[config.mk]
export PLATFORM = sky130hd
export DESIGN_NAME = exec_wb_datapath
export DESIGN_NICKNAME = d
export VERILOG_FILES = /design/src/rtl/core_pkg.sv /design/src/rtl/alu_core.sv /design/src/rtl/exec_wb_datapath.sv
export SDC_FILE = /design/constraint.sdc
export NUM_CORES = 1
export LEC_CHECK = 0
export ABC_AREA = 0
export CORE_AREA = 3 3 127 129
export CTS_BUF_LIST = sky130_fd_sc_hd__clkbuf_8
export DETAILED_ROUTE_END_ITERATION = 8
export DIE_AREA = 0 0 130 132
export GPL_ROUTABILITY_DRIVEN = 0
export PLACE_DENSITY = 0.86
export SYNTH_ARGS = -nofsm -noshare
export SYNTH_HDL_FRONTEND = slang
export SYNTH_SLANG_ARGS = --single-unit
[constraint.sdc]
create_clock -name clk -period 15.5 [get_ports clk]
set_input_delay 3.1 -clock clk [delete_from_list [all_inputs] [get_ports clk]]
set_output_delay 3.1 -clock clk [all_outputs]
set_load 0.02 [all_outputs]
[src/rtl/core_pkg.sv]
// Shared encodings for the RV32 core: operand/write-back selects and ALU opcodes.
// Latency: n/a (types and constants only).
// Backpressure: n/a.
package core_pkg;

    // Datapath width; the core is RV32 only.
    localparam int XLEN = 32;

    // B-operand select; code 2'b11 is unused and falls back to rs2.
    typedef enum logic [1:0] {
        SEL_B_RS2   = 2'b00,
        SEL_B_IMM_I = 2'b01,
        SEL_B_IMM_S = 2'b10
    } sel_b_t;

    // Write-back select; code 2'b11 is unused and falls back to the ALU result.
    typedef enum logic [1:0] {
        SEL_WB_ALU = 2'b00,
        SEL_WB_MEM = 2'b01,
        SEL_WB_LUI = 2'b10
    } sel_wb_t;

    // ALU operation, taken straight from funct7[6:5].
    typedef enum logic [1:0] {
        ALU_ADD = 2'b00,
        ALU_SUB = 2'b01,
        ALU_AND = 2'b10,
        ALU_OR  = 2'b11
    } alu_op_t;

endpackage

[src/rtl/alu_core.sv]
// Integer ALU: add/sub (modulo 2^XLEN, no carry/overflow), and/or, zero detect.
// Latency: purely combinational, zero cycles.
// Backpressure: none; result is valid whenever inputs are.
module alu_core #(
    parameter int XLEN = 32
) (
    input  logic [XLEN-1:0]     a_i,
    input  logic [XLEN-1:0]     b_i,
    input  core_pkg::alu_op_t   op_i,
    output logic [XLEN-1:0]     y_o,
    output logic                zero_o
);

    import core_pkg::*;

    // Operation select; every encoding is defined so no state is held.
    always_comb begin
        y_o = '0;
        case (op_i)
            ALU_ADD: y_o = a_i + b_i;
            ALU_SUB: y_o = a_i - b_i;
            ALU_AND: y_o = a_i & b_i;
            ALU_OR:  y_o = a_i | b_i;
            default: y_o = '0;
        endcase
    end

    // Zero flag is defined for every operation, not just subtract.
    always_comb begin
        zero_o = (y_o == '0);
    end

endmodule

[src/rtl/exec_wb_datapath.sv]
// Execute/write-back slice: B-operand mux, ALU, write-back mux, debug status register.
// Latency: b_op/alu_out/zero/wb_data combinational; alu_out_q/zero_q one clock later.
// Backpressure: none; a new operation is accepted every cycle.
module exec_wb_datapath #(
    parameter int XLEN = 32
) (
    input  logic            clk,
    input  logic            rst_n,
    input  logic [1:0]      s_mux_b,
    input  logic [1:0]      s_mux_c,
    input  logic [1:0]      alu_ctrl,
    input  logic [XLEN-1:0] doa,
    input  logic [XLEN-1:0] dob,
    input  logic [XLEN-1:0] imm_ex,
    input  logic [XLEN-1:0] imm_sw,
    input  logic [XLEN-1:0] instr,
    input  logic [XLEN-1:0] mem_out,
    output logic [XLEN-1:0] b_op,
    output logic [XLEN-1:0] alu_out,
    output logic            zero,
    output logic [XLEN-1:0] wb_data,
    output logic [XLEN-1:0] alu_out_q,
    output logic            zero_q
);

    import core_pkg::*;

    alu_op_t alu_op;

    // funct7[6:5] maps one-to-one onto the ALU opcode; all four codes are legal.
    always_comb begin
        alu_op = alu_op_t'(alu_ctrl);
    end

    // B-operand select; the spare code reuses rs2 so no unselected input leaks through.
    always_comb begin
        b_op = dob;
        case (s_mux_b)
            SEL_B_RS2:   b_op = dob;
            SEL_B_IMM_I: b_op = imm_ex;
            SEL_B_IMM_S: b_op = imm_sw;
            default:     b_op = dob;
        endcase
    end

    alu_core #(
        .XLEN (XLEN)
    ) u_alu (
        .a_i    (doa),
        .b_i    (b_op),
        .op_i   (alu_op),
        .y_o    (alu_out),
        .zero_o (zero)
    );

    // Write-back select; LUI places instr[31:12] in the upper bits with a zero low 12 bits.
    always_comb begin
        wb_data = alu_out;
        case (s_mux_c)
            SEL_WB_ALU: wb_data = alu_out;
            SEL_WB_MEM: wb_data = mem_out;
            SEL_WB_LUI: wb_data = {instr[XLEN-1:12], 12'h000};
            default:    wb_data = alu_out;
        endcase
    end

    // Debug status: last ALU result and zero flag, cleared synchronously by reset.
    always_ff @(posedge clk) begin
        if (!rst_n) begin
            alu_out_q <= '0;
            zero_q    <= 1'b0;
        end else begin
            alu_out_q <= alu_out;
            zero_q    <= zero;
        end
    end

endmodule

# Word-level counts from Yosys, hierarchy flattened
# Cells that the tools add are included.
word_totals:
  register_bits: 33
  input_bits: 200
  out_inout_bits: 130
  elab_cells: 18
classes:
  addsub: 2
  n_eq_ne: 7
  mux: 3
  n_bitwise: 2
  reduce_logical: 2
ops:
  columns: ["op", "n"]
  rows:
  - ["one-hot mux 32 bit (2 select lines)", 2]
  - ["one-hot mux 32 bit (4 select lines)", 1]
  - ["adder 32 bit", 1]
  - ["bitwise AND 32 bit", 1]
  - ["logical NOT 32 bit", 1]
  - ["bitwise OR 32 bit", 1]
  - ["subtractor 32 bit", 1]
  - ["== test 2 bit (second input constant)", 4]
  - ["== test 2 x 1 -> 1 bit (second input constant)", 3]
  - ["logical NOT 2 bit", 1]

# Depth between registers and ports, before layout
# Gate-level depths: netlist of the first run.
depth:
  ltp_word: 5
  mapped_depth: 30
  ltp_nobuf: 24

# Cells and area by module
# A second synthesis of the first run with hierarchy kept.
unflattened:
  hier_cells: 803
  area_unflattened_um2: 5566.6
modules_own_cells:
  columns: ["module", "instances", "cells_each", "area_per_inst_um2", "seq_area_each_um2"]
  rows:
  - ["alu_core", 1, 533, 3473.3, 0.0]
  - ["exec_wb_datapath", 1, 270, 2093.3, 660.6]

# Least setup slack after synthesis of the first run
# Ideal clock, no wire load.
synth_path:
  path_type: "in2out"
  startpoint: "in s_mux_b[0]"
  endpoint: "out zero"
  t_arrival_ns: 9.263
  required_time_ns: 12.400
  setup_slack_ns: 3.137
  stages: 25
  path_buffers: 5
  path_cell_list: "inv_1 -> ha_1 -> buf_6 -> buf_4 -> buf_2 -> buf_2 -> o21ai_0 -> inv_1 -> ha_1 -> nand2_1 -> nor2_1 -> a21oi_1 -> xnor2_1 -> ha_1 -> buf_4 -> and3_2 -> and3_1 -> o21ai_1 -> a311o_1 -> and3_1 -> or4_1 -> or4b_1 -> or4_1 -> or4_4 -> nor2_1"
synth_between:
  elab_chain_len: 5
  word_cells_on_any_way: 9
  cone_classes: "add/sub (2); eq/ne (2); mux (2); bitwise (2); reduce/logical (1)"
synth_lines:
  columns: ["element", "line", "source"]
  rows:
  - ["from (decl)", "exec_wb_datapath.sv:9", "input logic [1:0] s_mux_b,"]
  - ["== test 2 bit / == test 2 x 1 -> 1 bit (equally long branches)", "exec_wb_datapath.sv:38", "case (s_mux_b)"]
  - ["one-hot mux 32 bit (2 select lines) *", "exec_wb_datapath.sv:38", null]
  - ["via b_op[0]", "exec_wb_datapath.sv:18", "output logic [XLEN-1:0] b_op,"]
  - ["subtractor 32 bit / adder 32 bit (equally long branches)", "alu_core.sv:21, alu_core.sv:20", null]
  - ["one-hot mux 32 bit (4 select lines) *", "alu_core.sv:19", "case (op_i)"]
  - ["via alu_out[11]", "exec_wb_datapath.sv:19", "output logic [XLEN-1:0] alu_out,"]
  - ["logical NOT 32 bit *", "alu_core.sv:30", "zero_o = (y_o == '0);"]
  - ["to (decl)", "exec_wb_datapath.sv:20", "output logic zero,"]
# Mark *: on every way through the listed nets, which the timed path passes. The rest lies on a longest branch.

# Final worst setup path of the first run
layout_path:
  startpoint: "in s_mux_b[0]"
  endpoint: "out zero"
layout_between:
  elab_chain_len: 5
  word_cells_on_any_way: 9
  cone_classes: "add/sub (2); eq/ne (2); mux (2); bitwise (2); reduce/logical (1)"
layout_lines:
  columns: ["element", "line", "source"]
  rows:
  - ["== test 2 bit / == test 2 x 1 -> 1 bit (equally long branches)", "exec_wb_datapath.sv:38", null]
  - ["one-hot mux 32 bit (2 select lines) *", "exec_wb_datapath.sv:38", null]
  - ["subtractor 32 bit (tied with other cells)", "alu_core.sv:21", "ALU_SUB: y_o = a_i - b_i;"]
  - ["one-hot mux 32 bit (4 select lines) *", "alu_core.sv:19", null]
  - ["logical NOT 32 bit *", "alu_core.sv:30", null]
# Every way passes the cells marked *; elsewhere a longest branch is shown, timed or not.

==> summary.md, run 1 <==
| Metric | Value |
|---|---|
| Combinational Power Share | 0.771 |
| Area Overhead vs Synth | 59.1% |
| Primary FF master, synth | dfxtp_1 |
| Pwr dens | 89.7 mW/mm² |
| Flop pwr share | 0.125 |
| Cell Area, Placed | approximately 0.0090 mm² |
| Wirelength per Cell | slightly below 20 µm |
| Setup Fix Bufs, Post-CTS | 0 |
| Avg Cell Area, Syn | ~7 µm² |
| Nature of the critical path endpoint | primary output |
| Final ANT Viol Nets | 0 |
| Vias per cell | between 5 and 6 |
| Slew headroom | 0.355 |
| Critical Path Max Stage Delay | about 750 ps |
| Crit Path Category | in2out |
| Final Cycle Share | 0.913 |
| Synth unique cells | 73 |
| Total power | between 800 and 900 µW |
| Placed Cells incl. Taps | 1298 |
| Fin. Hold Viols | 0 |
| P_int | roughly 420 µW |
| Clock transition at path regs | roughly 80 ps |
| Full die area | 0.0172 mm² |
| Core area | about 0.015 mm² |
| Top delay family on crit path | compound AO/OA/AOI/OAI gates |
| Clock share of power | 0.104 |
| DP HPWL | slightly above 20000 µm |
| Clock Path Buffers | 2 |
| CP Data Arrival Time | between 10000 and 15000 ps |
| Final non-filler cell total | 1306 |
| Status | finished clean |
| Detailed Route WL | ~25000 µm |
| Via count | 7624 |
| Yosys Warn Count | 0 |
| Max Clk Rate | ~70 MHz |
| Total GRT Usage | 0.270 |
| Synthesized flop and latch total | 33 |
| Worst-Margin Slew | roughly 970 ps |
| CTS resizes | 0 |
| Hold buffer count at cts | 0 |
| Setup_tns | 0 ps |
| Async set-reset flop share out of synthesis | 0 |
| Maximum vdd drop | 0.0000399 V |
| RSZ-0062 raised after global routing | no |
| Post-synth EDFFs | 0 |
| Inserted Clock Buffers | 5 |
| Finished Cell Area | between 0.009 and 0.01 mm² |
| Die Ht | roughly 130 µm |
| Data required, critical path | 12400 ps |
| CP max FO | 43 |
| Net Switching | 391 µW |
| Starting density of the core | 0.377 |
| Final nets | between 1000 and 1500 |
| CTS HTree Levels | 2 |
| Ant diodes | 0 |
| Initial antenna violation count | 0 |
| Global-route wire length before repair | 37200 µm |
| Slowest-stage cell, CP | a221oi_1 |
| Num rows | 45 |
| # setup viols final | 0 |
| Max-cap check violation count | 0 |
| Syn Inst Count | 837 |
| CP Launch Type | input port |
| Sw frac | 0.480 |
| DRC errors left | 0 |
| Die W | 130 µm |
| PortBufs | 317 |
| Max-slew violations | 0 |
| I/O pins | 330 |
| Drt pass-1 iters | 5 |
| Root buffer cell | clkbuf_8 |
| LEAKAGE | between 0.003 and 0.004 µW |
| Proportion of layout cells with a drive suffix above 1 | 0.0322 |
| Largest net degree at the start of global routing | 53 |
| CTS tree | yes |
| Bufs and invs on worst path | 6 |
| Register area share after synthesis | 0.116 |
| Overflow after GRT | 0 |
| Post-layout min period | 14150 ps |
| HP Class | in2reg |
| Vias in the first global route | slightly below 7000 |
| Post-synth net total | roughly 1100 |
| Clk sinks | 33 |
| Initial drt markers | between 500 and 600 |
| Cell area after synthesis | 0.00570 mm² |
-- cells in the mapped netlist, types with 3 or more instances --
cell | count | area, µm²
nand2b_1 | 7 | 43.8
a22o_1 | 14 | 123
nand3_1 | 19 | 95.1
o31ai_1 | 4 | 30.0
o31a_1 | 3 | 26.3
or4_1 | 5 | 37.5
a31oi_1 | 13 | 81.3
nor3_1 | 25 | 125
or3b_2 | 5 | 43.8
xor2_1 | 13 | 114
o221ai_1 | 6 | 52.6
buf_1 | 7 | 26.3
a221oi_1 | 15 | 131
o22ai_1 | 6 | 37.5
and2_1 | 19 | 119
nor2b_1 | 14 | 87.6
buf_2 | 8 | 40.0
inv_1 | 33 | 124
nand4_1 | 5 | 31.3
o21ai_0 | 51 | 255
a211oi_1 | 12 | 90.1
a311oi_1 | 4 | 35.0
o211a_1 | 3 | 30.0
o21a_1 | 13 | 97.6
o211ai_1 | 8 | 60.1
a22oi_1 | 36 | 270
and3_1 | 8 | 50.1
a21o_1 | 6 | 45.0
nor4_1 | 10 | 62.6
xnor2_1 | 28 | 245
nor3b_1 | 4 | 30.0
ha_1 | 38 | 475
nand3b_1 | 4 | 30.0
o21ai_1 | 16 | 80.1
and4_1 | 4 | 35.0
maj3_1 | 24 | 240
mux2i_1 | 10 | 100
clkbuf_1 | 36 | 135
a21oi_1 | 69 | 345
a2111oi_0 | 3 | 26.3
dfxtp_1 | 33 | 661
nor2_1 | 67 | 251
nand2_1 | 90 | 338
-- power groups by stage --
stage          registers (µW)  logic [µW]  clock network [µW]
2_1_floorplan             121         340                   0
3_3_place_gp              103         612                   0
3_5_place_dp              104         620                   0
4_1_cts                   102         622                86.8
5_1_grt                   103         671                89.0
6_report                  102         627                84.9
-- routing by layer --
| layer | share of wire | global-route usage | vias up | wire, µm |
|---|---|---|---|---|
| met5 | 0 | 0 | - | 0 |
| li1 | - | - | 3680 | - |
| met2 | 0.48 | 0.476 | 371 | 12100 |
| met3 | 0.092 | 0.0401 | 39 | 2310 |
| met4 | 0.020 | 0.0548 | 0 | 498 |
| met1 | 0.41 | 0.348 | 3534 | 10300 |
-- registers in the layout (all words and copies together) (netlist names) --
signal	count
alu_out_q	32
zero_q	1
-- metrics by stage --
step | hold slack [ps] | util | worst slack, ps
6_report | 3600 | 0.599 | 1350
5_1_grt | 3630 | 0.599 | 694
4_1_cts | 3580 | 0.599 | 1420
3_5_place_dp | 3880 | 0.591 | 1440
3_3_place_gp | 3870 | 0.591 | 1610
2_1_floorplan | 3220 | - | 3140
-- cells in the final DEF (no fill, tap or decap), drive strengths merged, types with 11 or more instances in the layout --
master and count:
xor2 13, clkdlybuf4s50 316, a211oi 12, o21ai 68, a21oi 69, and2 19, nor2b 14, maj3 24
nor3 26, dfxtp 33, a22oi 37, nand3 19, a22o 14, nor2 67, o21a 14, inv 36
a31oi 13, ha 38, a221oi 16, buf 11, nand2 90, xnor2 28
-- kinds of logic after synthesis --
| family | count (synthesis) | synth area share |
|---|---|---|
| AOI/OAI and AO/OA | 298 | 0.346 |
| DFF | 33 | 0.116 |
| adders and majority gates | 63 | 0.129 |
| muxes | 10 | 0.0175 |
| and+or+nand+nor | 301 | 0.264 |
| xor gates and xnor gates | 41 | 0.0630 |
| buffers and inverters | 91 | 0.0643 |
-- worst paths after layout --
kind | from | endpoint | cells after the start
setup / recovery | s_mux_b[0] | zero | 25
hold / removal | alu_ctrl[1] | alu_out_q[16] | 4
-- tightest hold or removal path: stages --
cell	delay [ps]
buf_2	100
buf_4	240
mux2i_1	270
nor2_1	130
-- area by class of cell --
cell class,instances,area (µm²)
repair buffers,327,3240
clock buffers,6,82.6
inverters,37,139
fillers,1378,6070
well taps,188,235
multi-input cells,713,4680
clock inverters,2,33.8
flip-flops and latches,33,661
No activity file was read; power rests on OpenSTA's default activity.
==> inputs of run 2 (changes only) <==
Settings changed: CORE_AREA 3 3 127 129 to unset, CORE_ASPECT_RATIO set to 0.8, CORE_MARGIN set to 10, CORE_UTILIZATION set to 40, DIE_AREA 0 0 130 132 to unset, PLACE_DENSITY 0.86 to 0.91.
==> summary.md, run 2 (same netlist as run 1, synthesis figures left out) <==
| Metric | Value |
|---|---|
| PortBufs | roughly 320 |
| Hold buffer count at cts | 0 |
| Largest net degree at the start of global routing | 51 |
| DP HPWL | roughly 24000 µm |
| Setup_tns | 0 ps |
| Core area | approximately 0.014 mm² |
| Most frequent CP cell | o21ai_0 |
| Worst-Margin Slew | ~1000 ps |
| Clk sinks | 33 |
| Maximum vdd drop | about 0.00006 V |
| Full die area | 0.0195 mm² |
| Final setup margin | approximately 1500 ps |
| Root buffer cell | clkbuf_8 |
| Wirelength per Cell | around 22 µm |
| CP Launch Type | input port |
| Final nets | 1358 |
| # setup viols final | 0 |
| Clock transition at path regs | 70 ps |
| Max-cap check violation count | 0 |
| Vias per cell | around 6.0 |
| Nature of the critical path endpoint | primary output |
| RSZ-0062 raised after global routing | no |
| CP max FO | 50 |
| Max-slew violations | 0 |
| Post-layout min period | 13950 ps |
| Top Registers | alu_out_q (32), zero_q (1) |
| Ant diodes | 0 |
| Setup Fix Bufs, Post-CTS | 0 |
| Most common cell after layout, fill and taps aside | clkdlybuf4s50_1 |
| Starting density of the core | 0.415 |
| Data required, critical path | between 10000 and 15000 ps |
| Commonest non-fill, non-tap cells in the layout | clkdlybuf4s50_1 (316), nand2_1 (90), a21oi_1 (69) |
| Die W | ~150 µm |
| Max Clk Rate | 71.7 MHz |
| Num rows | 38 |
| Slew headroom | 0.320 |
| Top reg by flops | alu_out_q |
| I/O pins | 330 |
| CTS resizes | 0 |
| Critical Path Max Stage Delay | around 710 ps |
| Initial antenna violation count | 0 |
| Inserted Clock Buffers | 5 |
| Total GRT Usage | 0.268 |
| Crit Path Category | in2out |
| Global-route wire length before repair | roughly 43000 µm |
| Largest register FFs | 32 |
| Pwr dens | approximately 90 mW/mm² |
| DRC errors left | 0 |
| LEAKAGE | approximately 0.0035 µW |
| Drt pass-1 iters | 5 |
| Vias in the first global route | approximately 7500 |
| Final ANT Viol Nets | 0 |
| Via count | between 7000 and 8000 |
| Proportion of layout cells with a drive suffix above 1 | 0.0348 |
| Fin. Hold Viols | 0 |
| Detailed Route WL | 28200 µm |
| Final Cycle Share | 0.900 |
| Initial drt markers | approximately 630 |
| Status | finished clean |
| CTS HTree Levels | 2 |
| CP Data Arrival Time | approximately 11000 ps |
| Final core occ | 0.660 |
| Slowest-stage cell, CP | a221oi_1 |
| Fillers | 1182 |
| Clock Path Buffers | 2 |
| Area Overhead vs Synth | 58.9% |
| Die Ht | roughly 130 µm |
| HP Class | in2reg |
| Setup WS pre-CTS | around 1700 ps |
| Overflow after GRT | 0 |
| CTS tree | yes |
| CP cell instances | clkdlybuf4s50_1 -> inv_1 -> ha_2 -> buf_4 -> o21ai_0 -> or4_1 -> nor3b_1 -> and3_1 -> nand2_1 -> o21ai_0 -> xor2_1 -> ha_1 -> a21oi_1 -> o211ai_1 -> a41oi_1 -> o21ai_0 -> a2111oi_0 -> a211o_1 -> mux2i_1 -> o221ai_1 -> a221oi_1 -> inv_2 -> nor2_1 -> clkdlybuf4s50_1 |
[run 2: cell types whose count changed in the layout (fill, tap and decap cells not counted), sizes merged]
cell | previous run | this run
buf | 11 | 13
bufinv | 1 | 0
clkbuf | 6 | 7
clkinv | 2 | 3
inv | 36 | 35
[run 2: power by group]
part	leakage, µW	total, µW	internal, µW	switching (µW)
Clock	0.0000542	71.9	40.2	31.8
Sequential	0.000274	102	98.5	3.31
Combinational	0.00319	641	275	366
[run 2: critical path: cells and delay by family]
family          cells  cell delay (ps)
compound gates     10             3140
xor+xnor            1              100
fa+ha+maj           2              740
buf+inv             5             1720
mux                 1              220
simple gates        5             1800
[run 2: through the flow]
stage	hold WS, ps	cells	total power [µW]	instance area (µm²)
floorplan	3220	837	462	5700
global placement	3690	1292	724	8960
detailed placement	3690	1292	736	8960
CTS	3380	1300	810	9060
global route	3420	1300	866	9060
finish	3400	1300	815	9060
[run 2: cell type report]
class	instances	area, µm²	area share
Sequential cell	33	661	0.0729
Multi-Input combinational cell	713	4680	0.516
Inverter	37	139	0.0153
Tap cell	180	225	0.0248
Clock buffer	7	96.3	0.0106
Clock inverter	1	5.00	0.000552
Timing Repair Buffer	329	3260	0.359
[run 2: path summary, 6_finish.rpt]
path	from	endpoint	slack, ps	cells past startpoint
setup / recovery	s_mux_b[0]	zero	1550	24
hold / removal	alu_ctrl[1]	alu_out_q[7]	3400	4
[run 2: per-layer routing]
layer	global-route usage	up-vias	part of all wire
met5	0	-	0
met4	0.0616	0	0.020
met3	0.0784	45	0.11
met2	0.445	485	0.46
met1	0.334	3582	0.41
li1	-	3688	-
